[config.mk]
export PLATFORM = sky130hd
export DESIGN_NAME = param_datapath
export DESIGN_NICKNAME = d
export VERILOG_FILES = /design/src/rtl/param_datapath.sv
export SDC_FILE = /design/constraint.sdc
export NUM_CORES = 1
export LEC_CHECK = 0
export ABC_AREA = 1
export CORE_MARGIN = 3
export CORE_UTILIZATION = 35
export CTS_CLUSTER_SIZE = 24
export DETAILED_ROUTE_END_ITERATION = 10
export PLACE_DENSITY = 0.65
export SLEW_MARGIN = 20
export SYNTH_ARGS = -nofsm -noshare
export SYNTH_HDL_FRONTEND = slang
export SYNTH_SLANG_ARGS = --single-unit
[constraint.sdc]
create_clock -name clk -period 3.66 [get_ports clk]
set_clock_uncertainty 0.2 [all_clocks]
set_input_delay 0.366 -clock clk [delete_from_list [all_inputs] [get_ports clk]]
set_output_delay 0.366 -clock clk [all_outputs]
set_load 0.01 [all_outputs]
[src/rtl/param_datapath.sv]
// param_datapath: parametrised CPU datapath with register file, ALU,
// PC/SP auto-step and a request/acknowledge memory transaction FSM.
module param_datapath #(
  parameter int WIDTH = 16,
  parameter int NREG = 8,
  parameter logic [WIDTH-1:0] PC_RESET = '0,
  parameter logic [WIDTH-1:0] SP_RESET = '1,
  localparam int RW = $clog2(NREG)
) (
  input  logic             clk,
  input  logic             rst,
  input  logic             ldIR,
  input  logic             ldMAR,
  input  logic             ldPC,
  input  logic             ldSP,
  input  logic             ldALUreg,
  input  logic             pc_inc,
  input  logic [1:0]       sp_op,
  input  logic [1:0]       mar_src,
  input  logic             ALUon,
  input  logic [2:0]       fnSelect,
  input  logic [RW-1:0]    rs_a,
  input  logic [RW-1:0]    rs_b,
  input  logic [RW-1:0]    rd,
  input  logic             reg_we,
  input  logic             wb_src,
  input  logic             mem_rd,
  input  logic             mem_wr,
  input  logic [WIDTH-1:0] data_bus,
  input  logic             mem_ack,
  output logic [WIDTH-1:0] addr_bus,
  output logic [WIDTH-1:0] wdata,
  output logic             mem_req,
  output logic             mem_we,
  output logic             busy,
  output logic             done,
  output logic [WIDTH-1:0] ir,
  output logic [3:0]       flags
);

  localparam int MSB = WIDTH - 1;
  localparam logic [WIDTH-1:0] ONE = WIDTH'(1);

  typedef enum logic [1:0] {
    S_IDLE,
    S_REQ,
    S_DONE
  } state_t;

  state_t state, state_nx;

  logic [WIDTH-1:0] pc, sp, mar, ir_q, mdr, alu_q;
  logic [WIDTH-1:0] rf [NREG];
  logic [3:0]       flags_q;
  logic             we_q;

  logic [WIDTH-1:0] op_a, op_b, res, mar_nx;
  logic [WIDTH:0]   sum;
  logic             c_out, v_out;
  logic             start, ack_rd;

  assign op_a = rf[rs_a];
  assign op_b = rf[rs_b];

  always_comb begin
    res   = '0;
    sum   = '0;
    c_out = 1'b0;
    v_out = 1'b0;
    unique case (fnSelect)
      3'b000: begin
        sum   = {1'b0, op_a} + {1'b0, op_b};
        res   = sum[MSB:0];
        c_out = sum[WIDTH];
        v_out = (op_a[MSB] == op_b[MSB]) && (res[MSB] != op_a[MSB]);
      end
      3'b001: begin
        sum   = {1'b0, op_a} + {1'b0, ~op_b} + {{WIDTH{1'b0}}, 1'b1};
        res   = sum[MSB:0];
        c_out = sum[WIDTH];
        v_out = (op_a[MSB] != op_b[MSB]) && (res[MSB] != op_a[MSB]);
      end
      3'b010: res = op_a & op_b;
      3'b011: res = op_a | op_b;
      3'b100: res = op_a ^ op_b;
      3'b101: res = ~op_a;
      3'b110: begin
        res   = {op_a[MSB-1:0], 1'b0};
        c_out = op_a[MSB];
      end
      3'b111: begin
        res   = {1'b0, op_a[MSB:1]};
        c_out = op_a[0];
      end
    endcase
  end

  always_comb begin
    mar_nx = pc;
    unique case (mar_src)
      2'b00: mar_nx = pc;
      2'b01: mar_nx = sp;
      2'b10: mar_nx = alu_q;
      2'b11: mar_nx = ir_q;
    endcase
  end

  // A new transaction may start in IDLE or on the edge leaving DONE.
  always_comb begin
    state_nx = state;
    mem_req  = 1'b0;
    busy     = 1'b1;
    done     = 1'b0;
    start    = 1'b0;
    unique case (state)
      S_IDLE: begin
        busy  = 1'b0;
        start = mem_rd | mem_wr;
        if (start) state_nx = S_REQ;
      end
      S_REQ: begin
        mem_req = 1'b1;
        if (mem_ack) state_nx = S_DONE;
      end
      S_DONE: begin
        done     = 1'b1;
        start    = mem_rd | mem_wr;
        state_nx = start ? S_REQ : S_IDLE;
      end
      default: state_nx = S_IDLE;
    endcase
  end

  assign ack_rd = mem_req & mem_ack & ~we_q;
  assign mem_we = mem_req & we_q;

  always_ff @(posedge clk) begin
    if (rst) begin
      state   <= S_IDLE;
      we_q    <= 1'b0;
      pc      <= PC_RESET;
      sp      <= SP_RESET;
      mar     <= '0;
      ir_q    <= '0;
      mdr     <= '0;
      alu_q   <= '0;
      flags_q <= '0;
      for (int i = 0; i < NREG; i++) rf[i] <= '0;
    end else begin
      state <= state_nx;
      if (ldPC)        pc <= alu_q;
      else if (pc_inc) pc <= pc + ONE;
      if (ldSP)                sp <= alu_q;
      else if (sp_op == 2'b01) sp <= sp - ONE;
      else if (sp_op == 2'b10) sp <= sp + ONE;
      if (ldMAR && !busy) mar <= mar_nx;
      if (ldIR) ir_q <= data_bus;
      if (ALUon) begin
        flags_q <= {res == '0, res[MSB], c_out, v_out};
        if (ldALUreg) alu_q <= res;
      end
      if (reg_we) rf[rd] <= wb_src ? mdr : alu_q;
      if (start) begin
        we_q <= mem_wr & ~mem_rd;
        if (mem_wr && !mem_rd) mdr <= op_b;
      end else if (ack_rd) begin
        mdr <= data_bus;
      end
    end
  end

  assign addr_bus = mar;
  assign wdata    = mdr;
  assign ir       = ir_q;
  assign flags    = flags_q;

endmodule

======== Word-level counts from Yosys, hierarchy flattened ========
Memory sizes are Yosys's and may differ from the RTL's.
Index checks and enable logic that the tools add are counted.
storage, ports and cells
  register bits ........................... 103
  RAM bits ................................ 128
  input bits .............................. 46
  output and inout bits ................... 56
  word-level logic and storage cells ...... 95
  memories kept ........................... 1
memory list
  memory  depth  width  read ports  clocked after memory_dff  wr ports  RTL line  source
  rf      8      16     2           0                         8         53        logic [WIDTH-1:0] rf [NREG];
cells by class
  $add $sub $neg .......................... 6
  equality and inequality tests ........... 21
  mux-type cells .......................... 29
  bitwise logic cells ..................... 12
  reductions and logical operators ........ 17
operators with widths
  kind                   number
  $mux 16                10
  $pmux 16 s8            1
  $pmux 16 s4            1
  $add 16x16->17         2
  $add 16x1->16 const B  2
  $not 16->16            2
  $add 17x1->17 const B  1
  $and 16x16->16         1
  $logic_not 16->1       1
  $or 16x16->16          1
  $reduce_or 16->1       1
  $sub 16x1->16 const B  1
  $xor 16x16->16         1
  $eq 3x3->1 const B     4
  $mux 1                 11
  $eq 2x2->1 const B     4
  $eq 2x1->1 const B     3
  $eq 3x2->1 const B     2
  $pmux 2 s3             1
  $reduce_and 2->1       3
  $and 1x1->1            4
  $logic_and 1x1->1      4
  $logic_not 2->1        2
  $mux 2                 2
  other kinds (15)       20

======== Longest topological paths before layout ========
Gate-level depths: netlist of the first run.
An unclocked memory read counts as a cell.
  word-level depth ........................ 7
  mapped depth ............................ 26

======== Worst setup path before layout of the first run ========
No wires, ideal clock.
  path type ............................... input to register
  start point ............................. in rs_b[0]
  end point ............................... reg flags_q[3], in the netlist flags[3]
  setup time .............................. 0.070 ns
  data arrival time ....................... 3.247 ns
  path slack .............................. 0.143 ns
  cell stages on the path ................. 20
  buffers on the path ..................... 2
  cell sequence ........................... clkbuf_1 > buf_1 > a21oi_1 > o21ai_0 > nand2_1 > inv_1 > o21ai_0 > ha_1 > inv_1 > fa_1 > or2_2 > nand3_1 > o211ai_1 > nor2_1 > o21ai_1 > o21ai_1 > nand3_1 > nor2_1 > nand3_1 > a21oi_1
on the way
  cells in the longest elaborated chain, start to end .. 6
RTL lines
  what                    RTL line  source
  start: declaration      23        input logic [RW-1:0] rs_b,
  $mem_v2 8x16 *          -
  $not 16->16             78        sum = {1'b0, op_a} + {1'b0, ~op_b} + {{WIDTH{1'b0}}, 1'b1};
  $add 16x16->17          78
  $add 17x1->17           78
  $pmux 16 s8 *           70        unique case (fnSelect)
  $logic_not 16->1 *      159       flags_q <= {res == '0, res[MSB], c_out, v_out};
  end signal: assignment  159
  end: declaration        54        logic [3:0] flags_q;
Every way passes the cells marked *; elsewhere a longest branch is shown, timed or not.
A chain may end at the register's enable or synchronous reset.

======== Final worst setup path of the first run ========
  start point ............................. in rs_a[1]
  end point ............................... reg flags_q[3], in the netlist flags[3]
on the way
  cells in the longest elaborated chain, start to end .. 5
RTL lines
  what                RTL line  source
  start: declaration  22        input logic [RW-1:0] rs_a,
  $mem_v2 8x16 *      -
  $add 16x16->17      78
  $add 17x1->17       78
  $pmux 16 s8 *       70
  $logic_not 16->1 *  159
Marked as above.

==> flow_metrics.env, run 1 <==
export IMPL_status="finished, final reports clean"
export IMPL_worstSetupPathType="in2reg"
export IMPL_numCtsBuffers=26
export IMPL_via_per_inst=5.304
export IMPL_start_util=0.3589
export IMPL_power_density_nw_per_um2=412.4
export IMPL_layout_nets=2713
export IMPL_cp_start_kind="input pin"
export IMPL_cp_slowest_stage_delay_ns=0.47
export IMPL_slew_headroom=0.3166
export IMPL_cts_root_buf="clkbuf_16"
export IMPL_ant_nets=0
export IMPL_die_w_um=217.3
export IMPL_syn_inst=2295
export IMPL_hold_viol_final=0
export IMPL_timing_fmax_mhz=288.5
export IMPL_worst_pin_slew_ns=1.022
export IMPL_grt_pass1_vias=15986
export IMPL_htree_levels=1
export IMPL_place_ws_ns=-0.7542
export IMPL_worstPathRequired_ns=3.93
export IMPL_dp_hpwl_mm=48.18
export IMPL_r2r_start="rf[6][7]"
export IMPL_route_vias_total=16950
export IMPL_yosys_warnings=0
export IMPL_hp_start="flags[1]"
export IMPL_rsz0062_at_grt="no"
export IMPL_wl_mm=61.83
export IMPL_antenna_found_initial=0
export IMPL_multiInputGateArea_um2=8242
export IMPL_die_area_um2=47230
export IMPL_grt_pass1_wl_mm=93.73
export IMPL_worst_path_max_delay_cell="clkdlybuf4s50_1"
export IMPL_synthSimpleGateAreaFrac=0.2799
export IMPL_hp_class="reg2reg"
export IMPL_drive_gt1_frac=0.1398
export IMPL_cts_sinks=231
export IMPL_path_clk_slew_ns=0.06
export IMPL_ys_seq_area_frac=0.3778
export IMPL_p_leak_nw=9.075
export IMPL_finalCritPeriodShare=0.9469
export IMPL_gp_congestion=0.9606
export IMPL_core_um2=43550
export IMPL_grtUsageTotal=0.2539
export IMPL_muxShareOfSynthArea=0.001281
export IMPL_drtIter0Drc=1825
export IMPL_clkLatencyLatePin_ns=0.54
export IMPL_ir_worst_vdd_mv=0.3646
export IMPL_ys_types=42
export IMPL_place_area_um2=19140
export IMPL_r2r_cells=22
export IMPL_n_antenna_cell=0
export IMPL_cap_violations=0
export IMPL_io_pins=102
export IMPL_die_height_um=217.3
export IMPL_syn_area_per_cell_um2=6.810
export IMPL_first_pass_iters=6
export IMPL_synth_fa_ha_area_frac=0.05828
export IMPL_slew_viol_final=0
export IMPL_syn_area_um2=15630
export IMPL_cp_arrival_ns=3.73
export IMPL_timing_rr_end="flags[3]"
export IMPL_syn_nets=2412
export IMPL_synthToLayoutAreaGrowth_pct=28.35
export IMPL_final_area_um2=20060
export IMPL_min_delay_path_depth=2
export IMPL_cp_cell_sequence="clkdlybuf4s50_1 -> inv_1 -> buf_4 -> buf_4 -> nand3_1 -> nand3_1 -> nand2_1 -> ha_1 -> inv_1 -> nor3_2 -> buf_4 -> and2_1 -> nand2_1 -> nand2_1 -> nand2_1 -> nand3_1 -> nand3_1 -> nor2_1 -> nand2_1 -> nor2_1 -> nand3_1 -> a21oi_1"
export IMPL_cp_end_kind="register"
export IMPL_synth_compound_area_frac=0.1663
export IMPL_setup_viol=0
export IMPL_gr_total_overflow=0
export IMPL_synth_top_family_by_area="simple AND/OR/NAND/NOR gates"
export IMPL_grt_start_max_net_pins=64
export IMPL_hold_end="flags[1]"
export IMPL_fillCellCount=4451
export IMPL_cts_tree="yes"
export IMPL_layout_setup_ws_ns=0.1943
export IMPL_critPathMaxFanout=13
export IMPL_clock_path_buffers=3
export IMPL_yosys_register_bits=231
export IMPL_wl_per_cell_um=19.34
export IMPL_synthXorXnorAreaFrac=0.01401
export IMPL_cts_hold_fix_buffers=0
export IMPL_r2r_slack_ns=0.27
export IMPL_drc=0
export IMPL_period_needed_ns=3.466
export IMPL_regArea_um2=5906
export IMPL_buffer_ports_inserted=101
export IMPL_num_rows=76
==> per-stage QoR <==
stage	total power, mW	utilization	hold slack [ns]	std cells	TNS (ns)
floorplan	4.370	-	0.2675	2295	0
global placement	5.692	0.4394	0.2599	3153	-8.678
detailed placement	5.708	0.4394	0.2641	3153	-8.863
CTS	8.234	0.4591	0.2609	3196	0
global route	8.660	0.4606	0.2721	3196	0
finish	8.274	0.4606	0.2690	3196	0
==> worst max path at each step <==
| stage | from | endpoint | cells after the start | slack (ns) |
|---|---|---|---|---|
| after floorplan | rs_b[0] | flags[3] | 20 | 0.14 |
| after global placement | rs_b[1] | flags[3] | 25 | -0.77 |
| after detailed placement | rs_b[1] | flags[3] | 22 | -0.75 |
| after CTS | rs_b[1] | flags[3] | 25 | 0.03 |
| after global routing | rf[6][0] | flags[1] | 21 | 0.03 |
| final | rs_a[1] | flags[3] | 22 | 0.19 |
==> worst max-delay path: cells and delay by family <==
| kind | cells | cell delay, ns |
|---|---|---|
| and+or+nand+nor | 14 | 1.54 |
| buffers and inverters | 6 | 1.29 |
| adders and majority gates | 1 | 0.39 |
| AOI/OAI and AO/OA | 1 | 0.12 |
==> cell families (layout without fill, tap and decap cells) <==
group                    after synthesis  in the layout
AO/OA/AOI/OAI                        484            484
XOR/XNOR                              25             25
adder cells (fa/ha/maj)               71             71
buffers and inverters                406            722
flip-flops                           231            231
multiplexers                           2              2
AND/OR/NAND/NOR                     1076           1076
==> power by group <==
| part | switching [mW] | total [mW] | internal [mW] | leakage [nW] |
|---|---|---|---|---|
| clock network | 1.03 | 2.52 | 1.50 | 0.389 |
| logic | 1.60 | 2.71 | 1.11 | 6.50 |
| registers | 0.144 | 3.04 | 2.89 | 2.18 |
| total | 2.77 | 8.27 | 5.50 | 9.07 |
==> cells in the mapped netlist, drive strengths merged <==
cell,n,area share
nand2,515,0.12
nor2,341,0.082
inv,288,0.069
o21ai,239,0.077
nand3,175,0.056
a21oi,161,0.052
edfxtp,128,0.25
dfxtp,103,0.13
clkbuf,72,0.017
ha,68,0.054
buf,44,0.015
a31oi,38,0.015
xor2,20,0.011
nor3,17,0.0068
nand4,16,0.0064
a221oi,15,0.0084
o211ai,11,0.0053
o22ai,7,0.0028
or2,5,0.0020
xnor2,5,0.0028
o21bai,4,0.0019
and2,3,0.0012
fa,3,0.0038
o31ai,3,0.0014
a22o,2,0.0011
clkinv,2,0.00048
mux2i,2,0.0013
nor4,2,0.00080
a211oi,1,0.00048
a21boi,1,0.00048
nand3b,1,0.00048
nor3b,1,0.00048
o221ai,1,0.00056
o2bb2ai,1,0.00056
==> registers in the layout, indices dropped and copies added (netlist names) <==
register and cells:
rf 128, addr_bus 16, alu_q 16, ir 16, pc 16, sp 16
wdata 16, flags 4, state 2, we_q 1
==> layout make-up <==
class / count / area share
inverter: 290 / 0.05426
timing repair buffer: 389 / 0.1640
clock buffer: 35 / 0.03568
multi-input combinational: 1658 / 0.4108
sequential: 231 / 0.2944
tap: 585 / 0.03649
clock inverter: 8 / 0.004366
==> per-layer routing <==
metal / global-route usage / share of wire / vias up / wire, µm
li1: - / - / 8120 / -
met1: 0.3567 / 0.43 / 7933 / 26480
met2: 0.4118 / 0.46 / 779 / 28130
met3: 0.03030 / 0.083 / 118 / 5145
met4: 0.07393 / 0.033 / 0 / 2066
met5: 0 / 0 / - / 0
==> repair_timing <==
item,CTS,global route
buffers inserted,0,0
setup endpoints to repair,4,17
pin swaps,1,0
resized for setup,16,23
endpoints found under the hold margin,0,0
==> placed cells by master, fill, tap and decap left out, drive strengths merged, types with 4 or more instances in the layout <==
| cell type | count |
|---|---|
| o21bai | 4 |
| edfxtp | 128 |
| nor3 | 17 |
| o21ai | 239 |
| xor2 | 20 |
| o22ai | 7 |
| clkbuf | 35 |
| nand2 | 515 |
| buf | 290 |
| a21oi | 161 |
| inv | 290 |
| nand4 | 16 |
| ha | 68 |
| dfxtp | 103 |
| or2 | 5 |
| a221oi | 15 |
| xnor2 | 5 |
| o211ai | 11 |
| clkdlybuf4s50 | 98 |
| nor2 | 341 |
| a31oi | 38 |
| clkinv | 6 |
| nand3 | 175 |
Power figures use the tool's default switching activity.
==> run 2, diff against run 1 <==
--- a/config.mk
+++ b/config.mk
@@ -7,10 +7,10 @@
 export LEC_CHECK = 0
 export ABC_AREA = 1
 export CORE_MARGIN = 3
-export CORE_UTILIZATION = 35
+export CORE_UTILIZATION = 55
 export CTS_CLUSTER_SIZE = 24
 export DETAILED_ROUTE_END_ITERATION = 10
-export PLACE_DENSITY = 0.65
+export PLACE_DENSITY = 0.89
 export SLEW_MARGIN = 20
 export SYNTH_ARGS = -nofsm -noshare
 export SYNTH_HDL_FRONTEND = slang
==> run 2 against run 1 <==
  * Non-clock buffer count is 44 lower
  * Wire length is 4.8% lower
  * Highest routed layer unchanged
  * Combinational power is 3% lower
==> flow_metrics.env, run 2 (synthesis results as in run 1) <==
export IMPL_critPathMaxFanout=4
export IMPL_clock_path_buffers=3
export IMPL_grt_pass1_vias=16000
export IMPL_timing_fmax_mhz=297.5
export IMPL_p_seq_frac=0.376
export IMPL_drc=0
export IMPL_power_density_nw_per_um2=415.4
export IMPL_cap_violations=0
export IMPL_clkLatencyLatePin_ns=0.55
export IMPL_wl_per_cell_um=19.99
export IMPL_cts_sinks=231
export IMPL_core_um2=27860
export IMPL_worstSetupPathType="reg2reg"
export IMPL_worstPathRequired_ns=3.93
export IMPL_cts_tree="yes"
export IMPL_route_vias_total=17082
export IMPL_die_height_um=174.6
export IMPL_finalCritPeriodShare=0.9184
export IMPL_numCtsBuffers=25
export IMPL_gp_congestion=1.014
export IMPL_hp_class="in2reg"
export IMPL_cts_hold_fix_buffers=0
export IMPL_drtIter0Drc=2261
export IMPL_dp_hpwl_mm=44.17
export IMPL_num_rows=61
export IMPL_swShare=0.3439
export IMPL_top_register="rf"
export IMPL_p_clk_frac=0.299
export IMPL_p_switching_mw=2.780
export IMPL_intPower_mw=5.303
export IMPL_rsz0062_at_grt="no"
export IMPL_cts_root_buf="clkbuf_16"
export IMPL_buffer_ports_inserted=101
export IMPL_antenna_found_initial=1
export IMPL_ir_worst_vdd_mv=0.3282
export IMPL_setup_viol=0
export IMPL_setup_tns_ns=0
export IMPL_period_needed_ns=3.361
export IMPL_cp_arrival_ns=3.63
export IMPL_largest_reg_flops=128
export IMPL_cp_start_kind="register"
export IMPL_layout_nets=2668
export IMPL_n_antenna_cell=0
export IMPL_pwr_share_comb=0.325
export IMPL_grtUsageTotal=0.3740
export IMPL_hold_viol_final=0
export IMPL_grt_pass1_wl_mm=89.42
export IMPL_htree_levels=1
export IMPL_path_clk_slew_ns=0.07
export IMPL_mostFrequentLayoutCell="nand2_1"
export IMPL_ant_nets=0
export IMPL_status="finished, final reports clean"
export IMPL_gr_total_overflow=0
export IMPL_layout_common_cells="514 x nand2_1, 336 x nor2_1, 282 x inv_1, 229 x buf_4, 212 x o21ai_0"
export IMPL_start_util=0.5611
export IMPL_die_area_um2=30480
export IMPL_die_w_um=174.6
export IMPL_worst_pin_slew_ns=0.9778
export IMPL_wl_mm=58.86
export IMPL_via_per_inst=5.800
export IMPL_fillCellCount=2327
export IMPL_layout_setup_ws_ns=0.2988
export IMPL_cp_end_kind="register"
export IMPL_drive_gt1_frac=0.1235
export IMPL_first_pass_iters=6
export IMPL_grt_start_max_net_pins=56
export IMPL_synthToLayoutAreaGrowth_pct=24.48
export IMPL_io_pins=102
export IMPL_place_ws_ns=-0.5204
export IMPL_slew_viol_final=0
export IMPL_p_leak_nw=8.863
export IMPL_slew_headroom=0.3295
[run 2: layout make-up]
type	instances	area [µm²]	share of cell area
inverter	290	1089	0.05595
clock buffer	32	655.6	0.03370
sequential	231	5906	0.3035
multi-input combinational	1658	8224	0.4227
tap	378	473.0	0.02431
clock inverter	11	95.09	0.004887
timing repair buffer	345	3014	0.1549
[run 2: power groups by stage]
stage	Combinational (mW)	Sequential (mW)	Clock, mW
finish	2.63	3.04	2.41
global route	2.85	3.05	2.51
CTS	2.53	3.02	2.41
detailed placement	2.52	3.08	0
global placement	2.47	3.07	0
floorplan	1.33	3.04	0
[run 2: worst max-delay path, cell delays in order, from the launching register on]
cell	delay (ns)
edfxtp_1	0.43
inv_1	0.12
a21oi_1	0.07
o21ai_0	0.08
nand2_1	0.07
nand2_1	0.06
o21ai_1	0.08
buf_4	0.15
ha_1	0.23
fa_1	0.48
nand3_1	0.09
nand2_1	0.11
nand2_1	0.08
nand2_1	0.10
nand2_1	0.15
nand3_1	0.09
nand3_1	0.09
nand3_1	0.09
nor2_1	0.12
nand2_1	0.08
nor2_1	0.10
nand3_1	0.07
a21oi_1	0.13
[run 2: final timing paths]
| kind | slack, ns | end | startpoint | cells past startpoint |
|---|---|---|---|---|
| min | 0.24 | wdata[0] | data_bus[0] | 3 |
| max | 0.30 | flags[3] | rf[1][0] | 22 |
| min reg2reg | 0.27 | flags[0] | flags[0] | 2 |
| max reg2reg | 0.30 | flags[3] | rf[1][0] | 22 |
[run 2: repair_timing]
action                     in CTS  in global routing
buffers inserted                0                  1
resized for setup               0                 37
hold endpoints to repair        0                  0
setup endpoints to repair       0                 16
[run 2: layer usage]
metal,GRT usage,up-vias,part of all wire
met4,0.1632,0,0.051
li1,-,8031,-
met1,0.5145,7792,0.39
met2,0.5753,1077,0.44
met3,0.07627,182,0.13
met5,0,-,0
[run 2: per-stage QoR]
step / area [µm²] / std cells / power (mW) / utilization / hold slack (ns)
floorplan: 15630 / 2295 / 4.370 / - / 0.2675
global placement: 18600 / 2901 / 5.545 / 0.6676 / 0.2573
detailed placement: 18600 / 2901 / 5.593 / 0.6676 / 0.2586
CTS: 19350 / 2944 / 7.962 / 0.6946 / 0.2262
global route: 19460 / 2945 / 8.410 / 0.6984 / 0.2737
finish: 19460 / 2945 / 8.083 / 0.6984 / 0.2427
